**src/rtl/i2c_timing_defs.sv**
```systemverilog
// Shared timebase constants for the I2C controller: default divider ratios,
// counter widths, and the standard timeout sizes the downstream timers load.
package i2c_timing_defs;

   localparam int DEF_CLK_DIV_US = 33;
   localparam int DEF_US_PER_MS  = 1000;
   localparam int DEF_MS_PER_S   = 1000;

   localparam int PRE_W = 8;
   localparam int US_W  = 10;
   localparam int MS_W  = 10;
   localparam int UP_W  = 16;

   // Timeout sizes in ms, counted on tick_ms by the programmable timers
   localparam int TO_BUS_STUCK_MS = 35;
   localparam int TO_LOW_SEXT_MS  = 25;
   localparam int TO_LOW_MEXT_MS  = 10;
   localparam int TO_BUS_IDLE_MS  = 50;

endpackage

```
**src/rtl/tick_mod_cnt.sv**
```systemverilog
// Modulo-MOD event counter used for the us->ms and ms->s stages.
// wrap is combinational: high on the increment that returns cnt to 0.
module tick_mod_cnt #(
   parameter int WIDTH = 10,
   parameter int MOD   = 1000
) (
   input  logic             clk,
   input  logic             rst_n,
   input  logic             inc,
   input  logic             clr,
   output logic             wrap,
   output logic [WIDTH-1:0] cnt
);

   localparam logic [WIDTH-1:0] LAST = WIDTH'(MOD - 1);

   logic [WIDTH-1:0] cnt_q, cnt_d;

   assign wrap = inc && (cnt_q == LAST);
   assign cnt  = cnt_q;

   always_comb begin
      cnt_d = cnt_q;
      if (clr)
         cnt_d = '0;
      else if (wrap)
         cnt_d = '0;
      else if (inc)
         cnt_d = cnt_q + 1'b1;
   end

   always_ff @(posedge clk) begin
      if (!rst_n)
         cnt_q <= '0;
      else
         cnt_q <= cnt_d;
   end

endmodule

```
**src/rtl/i2c_tick_gen.sv**
```systemverilog
// Prescaler chain producing 1 us / 1 ms / 1 s strobes plus a seconds uptime.
// TICK_TRIM_EN adds a runtime-loadable cycles-per-us divider (div_load/div_val).
module i2c_tick_gen
   import i2c_timing_defs::*;
#(
   parameter int CLK_DIV_US = DEF_CLK_DIV_US,
   parameter int US_PER_MS  = DEF_US_PER_MS,
   parameter int MS_PER_S   = DEF_MS_PER_S
) (
   input  logic            sys_clk,
   input  logic            sys_rst_n,
   input  logic            run,
   input  logic            clr,
   output logic            tick_us,
   output logic            tick_ms,
   output logic            tick_s,
   output logic [UP_W-1:0] uptime_s
`ifdef TICK_TRIM_EN
   ,
   input  logic             div_load,
   input  logic [PRE_W-1:0] div_val
`endif
);

   localparam logic [PRE_W-1:0] DIV_LAST = PRE_W'(CLK_DIV_US - 1);

   logic [PRE_W-1:0] pre_q, pre_d, div_cur;
   logic             tick_us_q, tick_us_d;
   logic             tick_ms_q, tick_ms_d;
   logic             tick_s_q, tick_s_d;
   logic [UP_W-1:0]  up_q, up_d;
   logic             load_ok, us_wrap, ms_wrap, s_wrap;
   logic [US_W-1:0]  us_cnt_unused;
   logic [MS_W-1:0]  ms_cnt_unused;

`ifdef TICK_TRIM_EN
   logic [PRE_W-1:0] div_q, div_d;

   always_comb begin
      load_ok = div_load && (div_val != '0);
      div_d   = load_ok ? div_val : div_q;
   end

   // Reset restores the build-time divider; clr leaves a trimmed value alone
   always_ff @(posedge sys_clk) begin
      if (!sys_rst_n)
         div_q <= DIV_LAST;
      else
         div_q <= div_d;
   end

   assign div_cur = div_q;
`else
   assign load_ok = 1'b0;
   assign div_cur = DIV_LAST;
`endif

   // A divider load restarts the prescaler, so that edge never terminates a period
   assign us_wrap = run && !load_ok && (pre_q == div_cur);

   tick_mod_cnt #(.WIDTH(US_W), .MOD(US_PER_MS)) u_us_cnt (
      .clk   (sys_clk),
      .rst_n (sys_rst_n),
      .inc   (us_wrap),
      .clr   (clr),
      .wrap  (ms_wrap),
      .cnt   (us_cnt_unused)
   );

   tick_mod_cnt #(.WIDTH(MS_W), .MOD(MS_PER_S)) u_ms_cnt (
      .clk   (sys_clk),
      .rst_n (sys_rst_n),
      .inc   (ms_wrap),
      .clr   (clr),
      .wrap  (s_wrap),
      .cnt   (ms_cnt_unused)
   );

   always_comb begin
      pre_d     = pre_q;
      up_d      = up_q;
      tick_us_d = 1'b0;
      tick_ms_d = 1'b0;
      tick_s_d  = 1'b0;
      if (clr) begin
         pre_d = '0;
         up_d  = '0;
      end else begin
         tick_us_d = us_wrap;
         tick_ms_d = ms_wrap;
         tick_s_d  = s_wrap;
         if (load_ok)
            pre_d = '0;
         else if (us_wrap)
            pre_d = '0;
         else if (run)
            pre_d = pre_q + 1'b1;
         if (s_wrap)
            up_d = up_q + 1'b1;
      end
   end

   always_ff @(posedge sys_clk) begin
      if (!sys_rst_n) begin
         pre_q     <= '0;
         up_q      <= '0;
         tick_us_q <= 1'b0;
         tick_ms_q <= 1'b0;
         tick_s_q  <= 1'b0;
      end else begin
         pre_q     <= pre_d;
         up_q      <= up_d;
         tick_us_q <= tick_us_d;
         tick_ms_q <= tick_ms_d;
         tick_s_q  <= tick_s_d;
      end
   end

   assign tick_us  = tick_us_q;
   assign tick_ms  = tick_ms_q;
   assign tick_s   = tick_s_q;
   assign uptime_s = up_q;

endmodule

```
**config.mk**
```make
export PLATFORM = sky130hd
export DESIGN_NAME = i2c_tick_gen
export DESIGN_NICKNAME = d
export VERILOG_FILES = /design/src/rtl/i2c_timing_defs.sv /design/src/rtl/tick_mod_cnt.sv /design/src/rtl/i2c_tick_gen.sv
export SDC_FILE = /design/constraint.sdc
export NUM_CORES = 1
export LEC_CHECK = 0
export ABC_AREA = 0
export CAP_MARGIN = 20
export CORE_ASPECT_RATIO = 0.5
export CORE_MARGIN = 4
export CORE_UTILIZATION = 42
export CTS_CLUSTER_SIZE = 14
export DETAILED_ROUTE_END_ITERATION = 8
export PLACE_DENSITY_LB_ADDON = 0.25
export SYNTH_ARGS = -nofsm -noshare
export SYNTH_HDL_FRONTEND = slang
export SYNTH_SLANG_ARGS = --single-unit
```
**constraint.sdc**
```tcl
create_clock -name sys_clk -period 4.4 [get_ports sys_clk]
set_clock_uncertainty 0.2 [all_clocks]
set_input_delay 0.44 -clock sys_clk [delete_from_list [all_inputs] [get_ports sys_clk]]
set_output_delay 0.44 -clock sys_clk [all_outputs]
set_load 0.05 [all_outputs]
```
Yosys cells after proc, flatten, opt, wreduce, memory -nomap -nowiden
Index checks and enable logic that the tools add are counted.

cells by class
  add/sub/neg operators = 4
  multiply operators = 0
  div/mod/pow operators = 0
  $lt $le $gt $ge = 0
  equal/unequal tests = 3
  shift-type cells = 0
  muxes and demuxes = 0
  bitwise gates (word level) = 1
  reduce and logical (&&, ||, !) cells = 7

operators with widths
  cell                                                                    number
  10-bit by 1-bit adder with 10-bit output (second input constant)        2
  10-bit equality test (second input constant)                            2
  16-bit by 1-bit adder with 16-bit output (second input constant)        1
  3-bit OR reduction                                                      3
  8-bit by 1-bit adder with 8-bit output (second input constant)          1
  8-bit by 6-bit equality test with 1-bit output (second input constant)  1
  1-bit logical AND                                                       3
  2-bit OR reduction                                                      1
  1-bit NOT                                                               1

storage, ports and cells
  bits in registers = 47
  latch bits = 0
  RAM bits = 0
  bits in read-only memories = 0
  input port bits = 4
  output and inout port bits = 19
  word-level logic and storage cells = 22
  memories = 0

Longest topological paths before layout
Gate-level depths: netlist (run 1).

  depth in word-level cells = 5
  gate-level depth with buffers = 8
  mapped depth without buffers = 6

Modules after synthesis
A second synthesis (run 1) with hierarchy kept.

unflattened totals
  cells, all modules = 249
  area, all modules = 2215.9 um2

modules (own cells, without submodules)
  module        times used  cells each  area each (um2)  sequential area each (um2)
  i2c_tick_gen  1           135         1244.9           540.5
  tick_mod_cnt  2           57          485.5            200.2

Least setup slack after synthesis (run 1)
Ideal clock, no wire load.

  path kind = register to register
  from = register pre_q[0]
  to = register u_ms_cnt.cnt_q[4] (netlist: u_ms_cnt.cnt[4])
  data arrival time = 2247 ps
  path slack = 1882 ps
  stages on the path, launching flop included = 8
  buffers on the path = 1
  cells stage by stage = dfxtp_1 -> inv_1 -> ha_1 -> or4b_4 -> or4_4 -> buf_6 -> or4_1 -> a21oi_1

between the ends
  word-level cells in the longest chain between the ends = 5

RTL lines
  item                                              line                 RTL
  from (decl)                                       i2c_tick_gen.sv:27   logic [PRE_W-1:0] pre_q, pre_d, div_cur;
  from (signal assigned)                            i2c_tick_gen.sv:111  pre_q <= pre_d;
  8-bit by 6-bit equality test with 1-bit output *  i2c_tick_gen.sv:59   assign us_wrap = run && !load_ok && (pre_q == div_cur);
  1-bit logical AND *                               i2c_tick_gen.sv:59
  1-bit logical AND *                               tick_mod_cnt.sv:19   assign wrap = inc && (cnt_q == LAST);
  1-bit logical AND                                 tick_mod_cnt.sv:19
  3-bit OR reduction (no source line)               n/a
  to (signal assigned)                              tick_mod_cnt.sv:36   cnt_q <= cnt_d;
  to (decl)                                         tick_mod_cnt.sv:17   logic [WIDTH-1:0] cnt_q, cnt_d;

Mark *: on every way between the ends. The rest lies on a longest branch, timed or not.
A chain may end at the register's enable or synchronous reset.

Worst setup path in the final report (run 1)
  from = register pre_q[0]
  to = register up_q[1] (netlist: uptime_s[1])

between the ends
  word-level cells in the longest chain between the ends = 4

RTL lines
  item                                            line                 RTL
  8-bit by 6-bit equality test with 1-bit output  i2c_tick_gen.sv:59
  1-bit logical AND                               i2c_tick_gen.sv:59
  1-bit logical AND (2 in series)                 tick_mod_cnt.sv:19
  to (signal assigned)                            i2c_tick_gen.sv:112  up_q <= up_d;
  to (decl)                                       i2c_tick_gen.sv:31   logic [UP_W-1:0] up_q, up_d;

No other way between the ends.

==> results by group, run 1 <==
Worst setup path
  • Slack of the worst reg-to-reg path: 1.59 ns
  • Critical path capture point type: register
  • Kind of critical path: register to register
  • Crit path launch type: register
  • Worst r2r src: pre_q[0]
  • CP arrival: 2.82 ns
  • Worst Reg2Reg Path Length in Cells: 6
  • Endpoint of the worst register-to-register path: uptime_s[1]
  • Setup crit start: pre_q[0]
  • Required time at the endpoint of the critical path: 4.42 ns
  • Critical-path maximum fanout: 39

Detailed routing
  • Drt first-iter violations: 116
  • Post-DR wirelength/cell: roughly 14 microns
  • Number of vias in the routed layout: around 2100
  • First-pass detailed-route iteration total: 4
  • Via-per-instance ratio: 5.77
  • Count of nets left with antenna violations after detail routing: 0
  • Remaining routing DRC violations: 0
  • Final WL: between 5000 and 6000 microns

Logic synthesis
  • Number of flops mapped to enable cells by yosys: 0
  • Primary flip-flop cell chosen by synthesis mapping: sky130_fd_sc_hd__dfxtp_1
  • Nets in the synthesized netlist: between 200 and 300
  • Post-Syn Area: 2390 sq um
  • Sequential share of the synthesized area: 39.3%
  • Main area contributors after synthesis: sky130_fd_sc_hd__dfxtp_1, sky130_fd_sc_hd__nand2_1, sky130_fd_sc_hd__o311ai_0
  • Total number of yosys warnings: 0
  • Count of different cell masters after synthesis: 42
  • Post-Synthesis Cells: 280
  • Synth async-reset ratio: 0%
  • Seq cells post-synth: 47
  • Synthesized area per cell: 8.55 sq um
  • Fraction of post-synthesis cell area in the top cell type by area: between 30% and 40%
  • Library cell with the largest summed area after synthesis: sky130_fd_sc_hd__dfxtp_1

Timing
  • Minimum clock period: 2.81 ns
  • Max-slew violation count: 0
  • Worst slew margin relative to its limit: 45.9%
  • Final period util: a little under two thirds
  • Transition time at the pin with the least slew margin: 0.800 ns
  • Hold Vio Cnt, Final: 0
  • Post-Route Setup TNS: 0 ns
  • Number of setup violations in the final report: 0
  • Highest clock frequency the design can meet: 356 MHz
  • RSZ-0062 raised after global routing: false

Placement
  • Placed cell areas: between 2000 and 3000 sq um
  • Half-perimeter wire length after detailed placement: 3420 microns
  • Number of buffers inserted by port buffering: 22
  • Weighted congestion at the end of routability-driven global placement: approximately 0.76
  • Inst Count DP: 360

Pwr
  • Cell-internal power: 0.702 mW
  • Leakage power figure: 0.805 nW
  • Sw Ratio: roughly 20%
  • Clock share of power: about half
  • Largest vdd supply drop: 161 uV
  • Sw Pwr: 0.177 mW
  • Fraction of power consumed by combinational cells: under 10%
  • P per Cell Area: between 300 and 400 nW/um^2
  • Part of the total power dissipated in sequential elements: 48.5%

Finish
  • FF+latch area: 941 sq um
  • Share of cells above drive strength 1: 5.42%
  • Number of antenna repair diodes: 0
  • Area taken by multi-input logic gates: approximately 1400 sq um
  • Fill cell count: 512
  • Total non-filler cell area in the finished layout: 2820 sq um
  • Layout area overhead: 17.6%
  • Final core utilization: 51.3%
  • Finished Layout Cells: roughly 370
  • Final Net Count: 303

Clock network
  • Number of clock buffers inserted by TritonCTS: 5
  • Clock Root Buffer: sky130_fd_sc_hd__clkbuf_16
  • Latest clock arrival within the worst-skew pair: 0.29 ns
  • Clock transition at the registers of the reported paths: 0.07 ns
  • Post-CTS Hold Fix Bufs: 0
  • Post-CTS Setup Inserts: 0
  • Number of gates resized after CTS: 0
  • Maximum level of the CTS H-tree: 2
  • Clock sink total: 47
  • Buffers from clock root to sink, at most: 2
  • CTS tree: done

Global routing
  • Gr ovfl total: 0
  • Number of global-route vias before repair: 1874
  • Overall routing resource usage: 15.0%
  • Initial antenna violation count: 0
  • Global-route wire length before repair: 8510 microns
  • Pin count of the biggest net entering global routing: 40

Floorplanning
  • Total Die Area: 7050 sq um
  • Site Rows: 19
  • Number of placed I/O pins: 23
  • Initial Utilization: between 40% and 50%
  • Die Span Y: 61.4 microns
  • Area inside the core boundary: 5490 sq um
  • Die Width: 115 microns

Worst hold path
  • Endpoint with the worst hold slack: uptime_s[15]
  • Startpoint of the worst hold path: uptime_s[15]
  • Hold depth: 2
  • Path class of the lowest-slack min-delay path: register to register

Flow run
  • Max-cap check violation count: 0

Status
  • Outcome: finished, final reports clean
## area by class of cell
class	instances	area share, %
multi-input cells	208	48.0
flip-flops and latches	47	33.4
repair buffers	23	8.09
clock buffers	5	4.44
well taps	73	3.24
clock inverters	3	1.56
inverters	9	1.20
## cell usage in the layout, fill, tap and decap left out, drive strengths merged, types with 2 or more instances in the layout
cell type	n
a211oi	5
a21oi	9
and4	4
clkbuf	5
clkdlybuf4s50	22
clkinv	2
dfxtp	47
ha	5
inv	9
mux2i	5
nand2	30
nand2b	14
nand3	11
nand3b	2
nand4	14
nor2	19
nor3	5
nor4	5
o21ai	8
o311ai	11
o31ai	3
o32ai	3
o41ai	11
or2	2
or3	11
or4	8
xnor2	7
xor2	5
## metal layers
layer / vias to the layer above / GRT usage (%) / wire length [microns]
met1: 993 / 18.8 / 2520
li1: 1089 / - / -
met2: 37 / 26.2 / 2230
met3: 4 / 3.24 / 202
met5: - / 0 / 0
met4: 0 / 5.02 / 57
## sequential cells by signal, summed over array words and instances (netlist names)
register	flops
pre_q	8
tick_ms	1
tick_s	1
tick_us	1
u_ms_cnt.cnt	10
u_us_cnt.cnt	10
uptime_s	16
## worst max-delay path, cell delays in order, from the launching register on
cell and delay (ns):
sky130_fd_sc_hd__dfxtp_1 0.35, sky130_fd_sc_hd__inv_1 0.07, sky130_fd_sc_hd__ha_1 0.15, sky130_fd_sc_hd__or4b_4 0.48
sky130_fd_sc_hd__or4_4 0.74, sky130_fd_sc_hd__nor3_1 0.50, sky130_fd_sc_hd__mux2i_1 0.24
## kinds of logic after synthesis
logic type,synth area share (%)
simple gates,31.0
compound gates,16.3
flops,39.3
buf+inv,4.34
xor+xnor,4.39
mux,2.09
fa+ha+maj,2.61
## cells in the mapped netlist, types with 2 or more instances
| cell | count |
|---|---|
| sky130_fd_sc_hd__dfxtp_1 | 47 |
| sky130_fd_sc_hd__nand2_1 | 30 |
| sky130_fd_sc_hd__nor2_1 | 19 |
| sky130_fd_sc_hd__nand2b_1 | 14 |
| sky130_fd_sc_hd__nand4_1 | 14 |
| sky130_fd_sc_hd__clkbuf_1 | 12 |
| sky130_fd_sc_hd__nand3_1 | 11 |
| sky130_fd_sc_hd__o311ai_0 | 11 |
| sky130_fd_sc_hd__o41ai_1 | 11 |
| sky130_fd_sc_hd__or3_1 | 11 |
| sky130_fd_sc_hd__a21oi_1 | 9 |
| sky130_fd_sc_hd__inv_1 | 9 |
| sky130_fd_sc_hd__o21ai_0 | 7 |
| sky130_fd_sc_hd__or4_1 | 7 |
| sky130_fd_sc_hd__xnor2_1 | 7 |
| sky130_fd_sc_hd__a211oi_1 | 5 |
| sky130_fd_sc_hd__ha_1 | 5 |
| sky130_fd_sc_hd__mux2i_1 | 5 |
| sky130_fd_sc_hd__nor3_1 | 5 |
| sky130_fd_sc_hd__nor4_1 | 5 |
| sky130_fd_sc_hd__xor2_1 | 5 |
| sky130_fd_sc_hd__and4_1 | 4 |
| sky130_fd_sc_hd__o31ai_1 | 3 |
| sky130_fd_sc_hd__o32ai_1 | 3 |
| sky130_fd_sc_hd__buf_2 | 2 |
| sky130_fd_sc_hd__nand3b_1 | 2 |
| sky130_fd_sc_hd__or2_2 | 2 |
## power by group through the flow
stage	combinational, mW	sequential, mW	clock, mW
detailed placement	0.0239	0.436	0
CTS	0.0239	0.427	0.437
global placement	0.0230	0.436	0
floorplan	0.0170	0.436	0
finish	0.0236	0.427	0.429
global route	0.0268	0.427	0.455
## metrics by stage
step,power (mW),setup slack (ns),hold slack (ns)
after detailed placement,0.460,1.35,0.267
after global placement,0.459,1.45,0.252
after floorplan,0.453,1.88,0.249
after CTS,0.888,1.59,0.274
final,0.879,1.59,0.267
after global routing,0.908,1.39,0.299
## worst max-delay path by stage
stage / endpoint / slack [ns]
floorplan: u_ms_cnt.cnt[4] / 1.88
global placement: u_ms_cnt.cnt[0] / 1.45
detailed placement: uptime_s[1] / 1.35
CTS: uptime_s[11] / 1.59
global route: uptime_s[6] / 1.39
finish: uptime_s[1] / 1.59
(Power assumes the default switching activity.)
==> inputs of run 2 (changes only) <==
- clock period: 4.4 -> 2.6 ns (I/O delays scaled with it)
==> run 2 against run 1 <==
  * The run now ends with negative setup slack left
  * Via count is 5.7% higher
  * Power is 59% higher
  * Sequential cell count stayed put
  * Design area is 9.0% higher
  * Worst hold slack better by 0.0054 ns
  * Non-clock buffer count is 25 higher
  * Register-to-register slack worse by 1.6 ns
  * Maximum frequency is 7.4% higher
  * Critical path depth is 1 higher
==> results by group, run 2 (synthesized netlist as in run 1, its figures left out) <==
Worst setup path
  • Kind of critical path: register to register
  • Crit path launch type: register
  • Critical-path maximum fanout: 6 (-85%)
  • CP arrival: 2.63 ns (-0.19 ns)
  • Critical path capture point type: register
  • Required time at the endpoint of the critical path: 2.62 ns (-1.80 ns)

Placement
  • Weighted congestion at the end of routability-driven global placement: 0.800 (+4.9%)
  • Half-perimeter wire length after detailed placement: 3630 microns (+6.3%)
  • Number of buffers inserted by port buffering: 22 (unchanged)
  • Inst Count DP: 382 (+6.1%)

Finish
  • Flip-flop count of the largest register, all copies and words added: 16 (unchanged)
  • Commonest non-fill, non-tap cells in the layout: sky130_fd_sc_hd__dfxtp_1, sky130_fd_sc_hd__nand2_1, sky130_fd_sc_hd__buf_4
  • Number of antenna repair diodes: 0 (unchanged)
  • Finished Layout Cells: 393 (+6.8%)
  • Layout area overhead: 28.2%
  • Final Net Count: 328 (+8.3%)
  • Share of cells above drive strength 1: 16.9% (+11 points)
  • Most frequent standard cell in the layout excluding fill and tap cells: sky130_fd_sc_hd__dfxtp_1

Flow run
  • Max-cap check violation count: 0 (unchanged)

Detailed routing
  • Post-DR wirelength/cell: 13.8 microns (+0.98%)
  • Count of nets left with antenna violations after detail routing: 0 (unchanged)
  • Drt first-iter violations: 230 (+98%)
  • Final WL: 5410 microns (+7.8%)
  • Remaining routing DRC violations: 0 (unchanged)
  • Number of vias in the routed layout: 2245 (+5.7%)
  • First-pass detailed-route iteration total: 4 (unchanged)
  • Via-per-instance ratio: 5.71 (-0.98%)

Clock network
  • Clock Root Buffer: sky130_fd_sc_hd__clkbuf_16
  • Number of clock buffers inserted by TritonCTS: 5 (unchanged)
  • Clock sink total: 47 (unchanged)
  • CTS tree: done
  • Maximum level of the CTS H-tree: 2 (unchanged)
  • Post-CTS Hold Fix Bufs: 0 (unchanged)
  • Buffers from clock root to sink, at most: 2 (unchanged)
  • Clock transition at the registers of the reported paths: 0.07 ns (about the same)
  • Latest clock arrival within the worst-skew pair: 0.29 ns (about the same)

Timing
  • Minimum clock period: 2.62 ns (-0.193 ns)
  • Highest clock frequency the design can meet: 382 MHz (+7.4%)
  • RSZ-0062 raised after global routing: true
  • Final period util: 101% (+37 points)
  • Worst slew margin relative to its limit: 66.3% (+20 points)
  • Post-layout worst setup margin: -0.0153 ns (-1.61 ns)
  • Transition time at the pin with the least slew margin: 0.503 ns (-0.296 ns)
  • Hold Vio Cnt, Final: 0 (unchanged)
  • Post-Route Setup TNS: -0.0295 ns (-0.0295 ns)
  • Number of setup violations in the final report: 2 (+2)
  • Max-slew violation count: 0 (unchanged)

Pwr
  • Sw Ratio: 21.6% (+1.5 points)
  • Sw Pwr: 0.302 mW (+71%)
  • Clock share of power: 44.7% (-4.1 points)
  • Part of the total power dissipated in sequential elements: 51.6% (+3.1 points)
  • Cell-internal power: 1.10 mW (+56%)
  • P per Cell Area: 456 nW/um^2 (+46%)
  • Largest vdd supply drop: 268 uV (+67%)
  • Fraction of power consumed by combinational cells: 3.8% (+1.1 points)
  • Leakage power figure: 0.942 nW (+17%)

Worst hold path
  • Path class of the lowest-slack min-delay path: register to register

Floorplanning
  • Number of placed I/O pins: 23 (unchanged)
  • Die Width: 115 microns (unchanged)
  • Total Die Area: 7050 sq um (unchanged)
  • Initial Utilization: 43.6% (unchanged)
  • Site Rows: 19 (unchanged)
  • Die Span Y: 61.4 microns (unchanged)
  • Area inside the core boundary: 5490 sq um (unchanged)

Status
  • Outcome: complete, but fails checks
  • Failing checks: negative setup slack

Global routing
  • Number of global-route vias before repair: 2005 (+7.0%)
  • Gr ovfl total: 0 (unchanged)
  • Initial antenna violation count: 0 (unchanged)
  • Pin count of the biggest net entering global routing: 38 (-5.0%)
  • Global-route wire length before repair: 8960 microns (+5.3%)
  • Overall routing resource usage: 15.7% (+0.78 points)
run 2: changes by cell type in the layout (fill, tap and decap cells not counted), moves of 2 or more:
cell and change:
sky130_fd_sc_hd__buf_4 +23, sky130_fd_sc_hd__clkinvlp_4 +2, sky130_fd_sc_hd__dfxtp_1 -2, sky130_fd_sc_hd__dfxtp_2 +2
sky130_fd_sc_hd__inv_1 -2, sky130_fd_sc_hd__inv_2 +2, sky130_fd_sc_hd__nor4_1 -2, sky130_fd_sc_hd__o311ai_0 -11
sky130_fd_sc_hd__o311ai_1 +9, sky130_fd_sc_hd__o311ai_2 +2, sky130_fd_sc_hd__or4_1 -3, sky130_fd_sc_hd__or4_4 +3
run 2: stage by stage:
step	total power [mW]	cell area, sq um	util, %	setup WS [ns]	hold slack [ns]
2_1_floorplan	0.767	2390	-	0.0821	0.249
3_3_place_gp	0.784	2820	51.4	0.0715	0.252
3_5_place_dp	0.786	2820	51.4	-0.0230	0.264
4_1_cts	1.41	2980	54.2	0.0132	0.280
5_1_grt	1.45	3070	55.9	-0.0716	0.324
6_report	1.40	3070	55.9	-0.0153	0.273
run 2: critical path, cell delays in order (launching register included):
cell	delay [ns]
sky130_fd_sc_hd__dfxtp_2	0.33
sky130_fd_sc_hd__inv_2	0.07
sky130_fd_sc_hd__ha_4	0.13
sky130_fd_sc_hd__or4b_4	0.46
sky130_fd_sc_hd__or4_4	0.60
sky130_fd_sc_hd__buf_6	0.16
sky130_fd_sc_hd__or4_1	0.47
sky130_fd_sc_hd__a21oi_1	0.13
run 2: cell type report:
cell class              count  area (sq um)
flip-flops and latches     47           943
multi-input cells         208          1420
repair buffers             48           432
well taps                  73          91.3
clock buffers               5           125
inverters                   9          33.8
fillers                   480          2420
clock inverters             3          20.0
run 2: power by group through the flow:
| stage | Combinational [mW] | Clock, mW | Sequential (mW) |
|---|---|---|---|
| after floorplan | 0.0287 | 0 | 0.738 |
| after global placement | 0.0464 | 0 | 0.738 |
| after detailed placement | 0.0480 | 0 | 0.738 |
| after CTS | 0.0485 | 0.637 | 0.721 |
| after global routing | 0.0584 | 0.670 | 0.721 |
| final | 0.0526 | 0.625 | 0.722 |
run 2: worst paths after layout:
| kind | start | endpoint | slack, ns | depth (start not counted) |
|---|---|---|---|---|
| min | uptime_s[15] | uptime_s[15] | 0.27 | 2 |
| max reg2reg | pre_q[1] | u_ms_cnt.cnt[0] | -0.02 | 7 |
| min reg2reg | uptime_s[15] | uptime_s[15] | 0.27 | 2 |
| max | pre_q[1] | u_ms_cnt.cnt[0] | -0.02 | 7 |
run 2: layer usage:
metal	share of wire (%)	routed length [microns]	GRT usage [%]
met3	3.7	198	3.53
met2	47	2530	27.0
met4	1.1	62	5.02
met5	0	0	0
met1	48	2610	20.2
run 2: timing repair:
action                                  4_1_cts  5_1_grt
endpoints found under the setup margin        6       15
setup buffers                                 0        3
gates resized for setup                       3       27
gates cloned                                  0        0
pin swaps                                     1        5
==> inputs of run 3 (changes only) <==
- CAP_MARGIN: 20 -> 25
- clock period: 2.6 -> 2.1 ns (I/O delays scaled with it)
==> run 3 against run 2 <==
  * The run still ends with negative setup slack left
  * Register-to-register slack got worse by 0.34 ns
  * Sequential cell count did not move
  * Final cell count is 4.6% higher
  * Design area increased by 8.9%
  * Via count increased by 3.4%
  * Critical path depth fell by 1
  * Largest cell class unchanged
  * Largest power group unchanged
==> results by group, run 3 (synthesized netlist as in run 1, its figures left out) <==
Flow run
  • Max-cap check violation count: 0 (unchanged)

Pwr
  • Power, Total: 1.75 mW (+25%)
  • Part of the total power dissipated in sequential elements: 51.1% (-0.5 points)
  • Sw Pwr: 0.384 mW (+27%)
  • Largest vdd supply drop: 423 uV (+58%)
  • Leakage power figure: 1.07 nW (+13%)
  • Cell-internal power: 1.36 mW (+24%)
  • P per Cell Area: 522 nW/um^2 (+15%)
  • Fraction of power consumed by combinational cells: 4.2% (+0.4 points)
  • Sw Ratio: 22.0% (+0.41 points)
  • Clock share of power: 44.7% (about the same)

Finish
  • Final core utilization: 60.9% (+5.0 points)
  • Number of antenna repair diodes: 0 (unchanged)
  • Most frequent standard cell in the layout excluding fill and tap cells: sky130_fd_sc_hd__dfxtp_1
  • Area taken by multi-input logic gates: 1550 sq um (+9.0%)
  • Flip-flop count of the largest register, all copies and words added: 16 (unchanged)
  • Share of cells above drive strength 1: 25.4% (+8.6 points)
  • Commonest non-fill, non-tap cells in the layout: sky130_fd_sc_hd__dfxtp_1, sky130_fd_sc_hd__buf_4, sky130_fd_sc_hd__nand2_1
  • Layout area overhead: 39.6%
  • Final Net Count: 346 (+5.5%)
  • Fill cell count: 475 (-1.0%)
  • Total non-filler cell area in the finished layout: 3340 sq um (+8.9%)
  • FF+latch area: 946 sq um (+0.27%)

Placement
  • Placed cell areas: 3010 sq um (+6.5%)
  • Weighted congestion at the end of routability-driven global placement: 0.852 (+6.6%)
  • Number of buffers inserted by port buffering: 22 (unchanged)
  • Half-perimeter wire length after detailed placement: 4240 microns (+17%)

Floorplanning
  • Die Span Y: 61.4 microns (unchanged)
  • Total Die Area: 7050 sq um (unchanged)
  • Site Rows: 19 (unchanged)
  • Number of placed I/O pins: 23 (unchanged)
  • Area inside the core boundary: 5490 sq um (unchanged)
  • Initial Utilization: 43.6% (unchanged)
  • Die Width: 115 microns (unchanged)

Global routing
  • Global-route wire length before repair: 10200 microns (+14%)
  • Initial antenna violation count: 0 (unchanged)
  • Number of global-route vias before repair: 2266 (+13%)
  • Overall routing resource usage: 17.9% (+2.2 points)
  • Gr ovfl total: 0 (unchanged)
  • Pin count of the biggest net entering global routing: 39 (+2.6%)

Detailed routing
  • Final WL: 5890 microns (+9.0%)
  • Remaining routing DRC violations: 0 (unchanged)
  • Drt first-iter violations: 178 (-23%)
  • Number of vias in the routed layout: 2322 (+3.4%)
  • Post-DR wirelength/cell: 14.3 microns (+4.2%)
  • Count of nets left with antenna violations after detail routing: 0 (unchanged)
  • Via-per-instance ratio: 5.65 (-1.1%)
  • First-pass detailed-route iteration total: 4 (unchanged)

Clock network
  • Latest clock arrival within the worst-skew pair: 0.29 ns (about the same)
  • Post-CTS Hold Fix Bufs: 0 (unchanged)
  • Clock sink total: 47 (unchanged)
  • Clock Root Buffer: sky130_fd_sc_hd__clkbuf_16
  • CTS tree: done
  • Maximum level of the CTS H-tree: 2 (unchanged)
  • Clock transition at the registers of the reported paths: 0.06 ns (about the same)
  • Number of clock buffers inserted by TritonCTS: 5 (unchanged)
  • Buffers from clock root to sink, at most: 2 (unchanged)

Status
  • Outcome: complete, but fails checks
  • Failing checks: negative setup slack

Worst setup path
  • Worst r2r src: u_us_cnt.cnt[1]
  • Slack of the worst reg-to-reg path: -0.36 ns (-0.34 ns)
  • Kind of critical path: register to register
  • Critical-path maximum fanout: 27 (+21)
  • CP peak stage delay: 0.57 ns (-0.03 ns)
  • Critical path capture point type: register
  • Critical Path, Cell by Cell: ha_4 > or4bb_4 > or4_4 > buf_12 > nor4_4 > mux2i_1
  • Worst Reg2Reg Path Length in Cells: 6 (-1)
  • Crit-path slowest cell: sky130_fd_sc_hd__or4_4
  • Required time at the endpoint of the critical path: 2.11 ns (-0.51 ns)
  • Crit path launch type: register
  • Endpoint of the worst register-to-register path: uptime_s[13]
  • CP arrival: 2.47 ns (-0.16 ns)

Timing
  • Post-Route Setup TNS: -8.02 ns (-7.99 ns)
  • Max-slew violation count: 0 (unchanged)
  • Worst slack on hold paths: 0.283 ns (+0.0107 ns)
  • Highest clock frequency the design can meet: 407 MHz (+6.3%)
  • Worst slew margin relative to its limit: 66.1% (-0.24 points)
  • Minimum clock period: 2.46 ns (-0.156 ns)
  • Number of setup violations in the final report: 34 (+32)
  • Post-layout worst setup margin: -0.359 ns (-0.344 ns)
  • Final period util: 117% (+17 points)
  • Transition time at the pin with the least slew margin: 0.507 ns (+0.00366 ns)
  • Hold Vio Cnt, Final: 0 (unchanged)
  • RSZ-0062 raised after global routing: true

Worst hold path
  • Path class of the lowest-slack min-delay path: register to register
  • Endpoint with the worst hold slack: uptime_s[15]
  • Hold depth: 2 (unchanged)
  • Startpoint of the worst hold path: uptime_s[15]
==> run 3: power groups by stage <==
stage | combinational, mW | clock, mW | sequential, mW
2_1_floorplan | 0.0368 | 0 | 0.914
3_3_place_gp | 0.0636 | 0 | 0.913
3_5_place_dp | 0.0662 | 0 | 0.913
4_1_cts | 0.0688 | 0.805 | 0.893
5_1_grt | 0.0798 | 0.843 | 0.893
6_report | 0.0733 | 0.780 | 0.893
==> run 3: timing repair <==
item / in CTS / in global routing
setup endpoints to repair: 37 / 37
cloned: 1 / 0
resized for setup: 7 / 24
setup buffers: 3 / 0
pin swaps: 4 / 7
==> run 3: area by class of cell <==
type                            instances  share of cell area (%)
Clock buffer                            5                    3.74
Clock inverter                          3                   0.599
Tap cell                               73                    2.73
Timing Repair Buffer                   65                    17.2
Multi-Input combinational cell        209                    46.4
Inverter                                9                    1.01
Sequential cell                        47                    28.3
==> run 3: per-layer routing <==
metal / wire, microns / GRT usage [%] / part of all wire (%) / vias to the layer above
met1: 2810 / 22.4 / 48 / 1109
li1: - / - / - / 1169
met2: 2800 / 32.4 / 48 / 38
met4: 55 / 3.68 / 0.93 / 0
met5: 0 / 0 / 0 / -
met3: 231 / 4.32 / 3.9 / 6
==> run 3: how the worst max path moves through the flow <==
stage | cells past startpoint | start | endpoint
2_1_floorplan | 6 | u_us_cnt.cnt[0] | u_ms_cnt.cnt[4]
3_3_place_gp | 6 | u_us_cnt.cnt[1] | uptime_s[4]
3_5_place_dp | 6 | u_us_cnt.cnt[1] | uptime_s[5]
4_1_cts | 6 | u_us_cnt.cnt[1] | uptime_s[13]
5_1_grt | 6 | u_us_cnt.cnt[0] | uptime_s[15]
6_report | 6 | u_us_cnt.cnt[1] | uptime_s[13]
==> run 3: per-stage QoR <==
| stage | std cells | setup WS (ns) |
|---|---|---|
| final | 411 | -0.359 |
| after global routing | 411 | -0.430 |
| after CTS | 411 | -0.387 |
| after detailed placement | 399 | -0.401 |
| after global placement | 399 | -0.342 |
| after floorplan | 280 | -0.287 |
==> run 3: critical path: cells and delay by family, from the launching register on <==
family | cells | cell delay (ns)
flip-flops | 1 | 0.35
adder cells (fa/ha/maj) | 1 | 0.13
buffers and inverters | 1 | 0.20
multiplexers | 1 | 0.22
AND/OR/NAND/NOR | 3 | 1.28
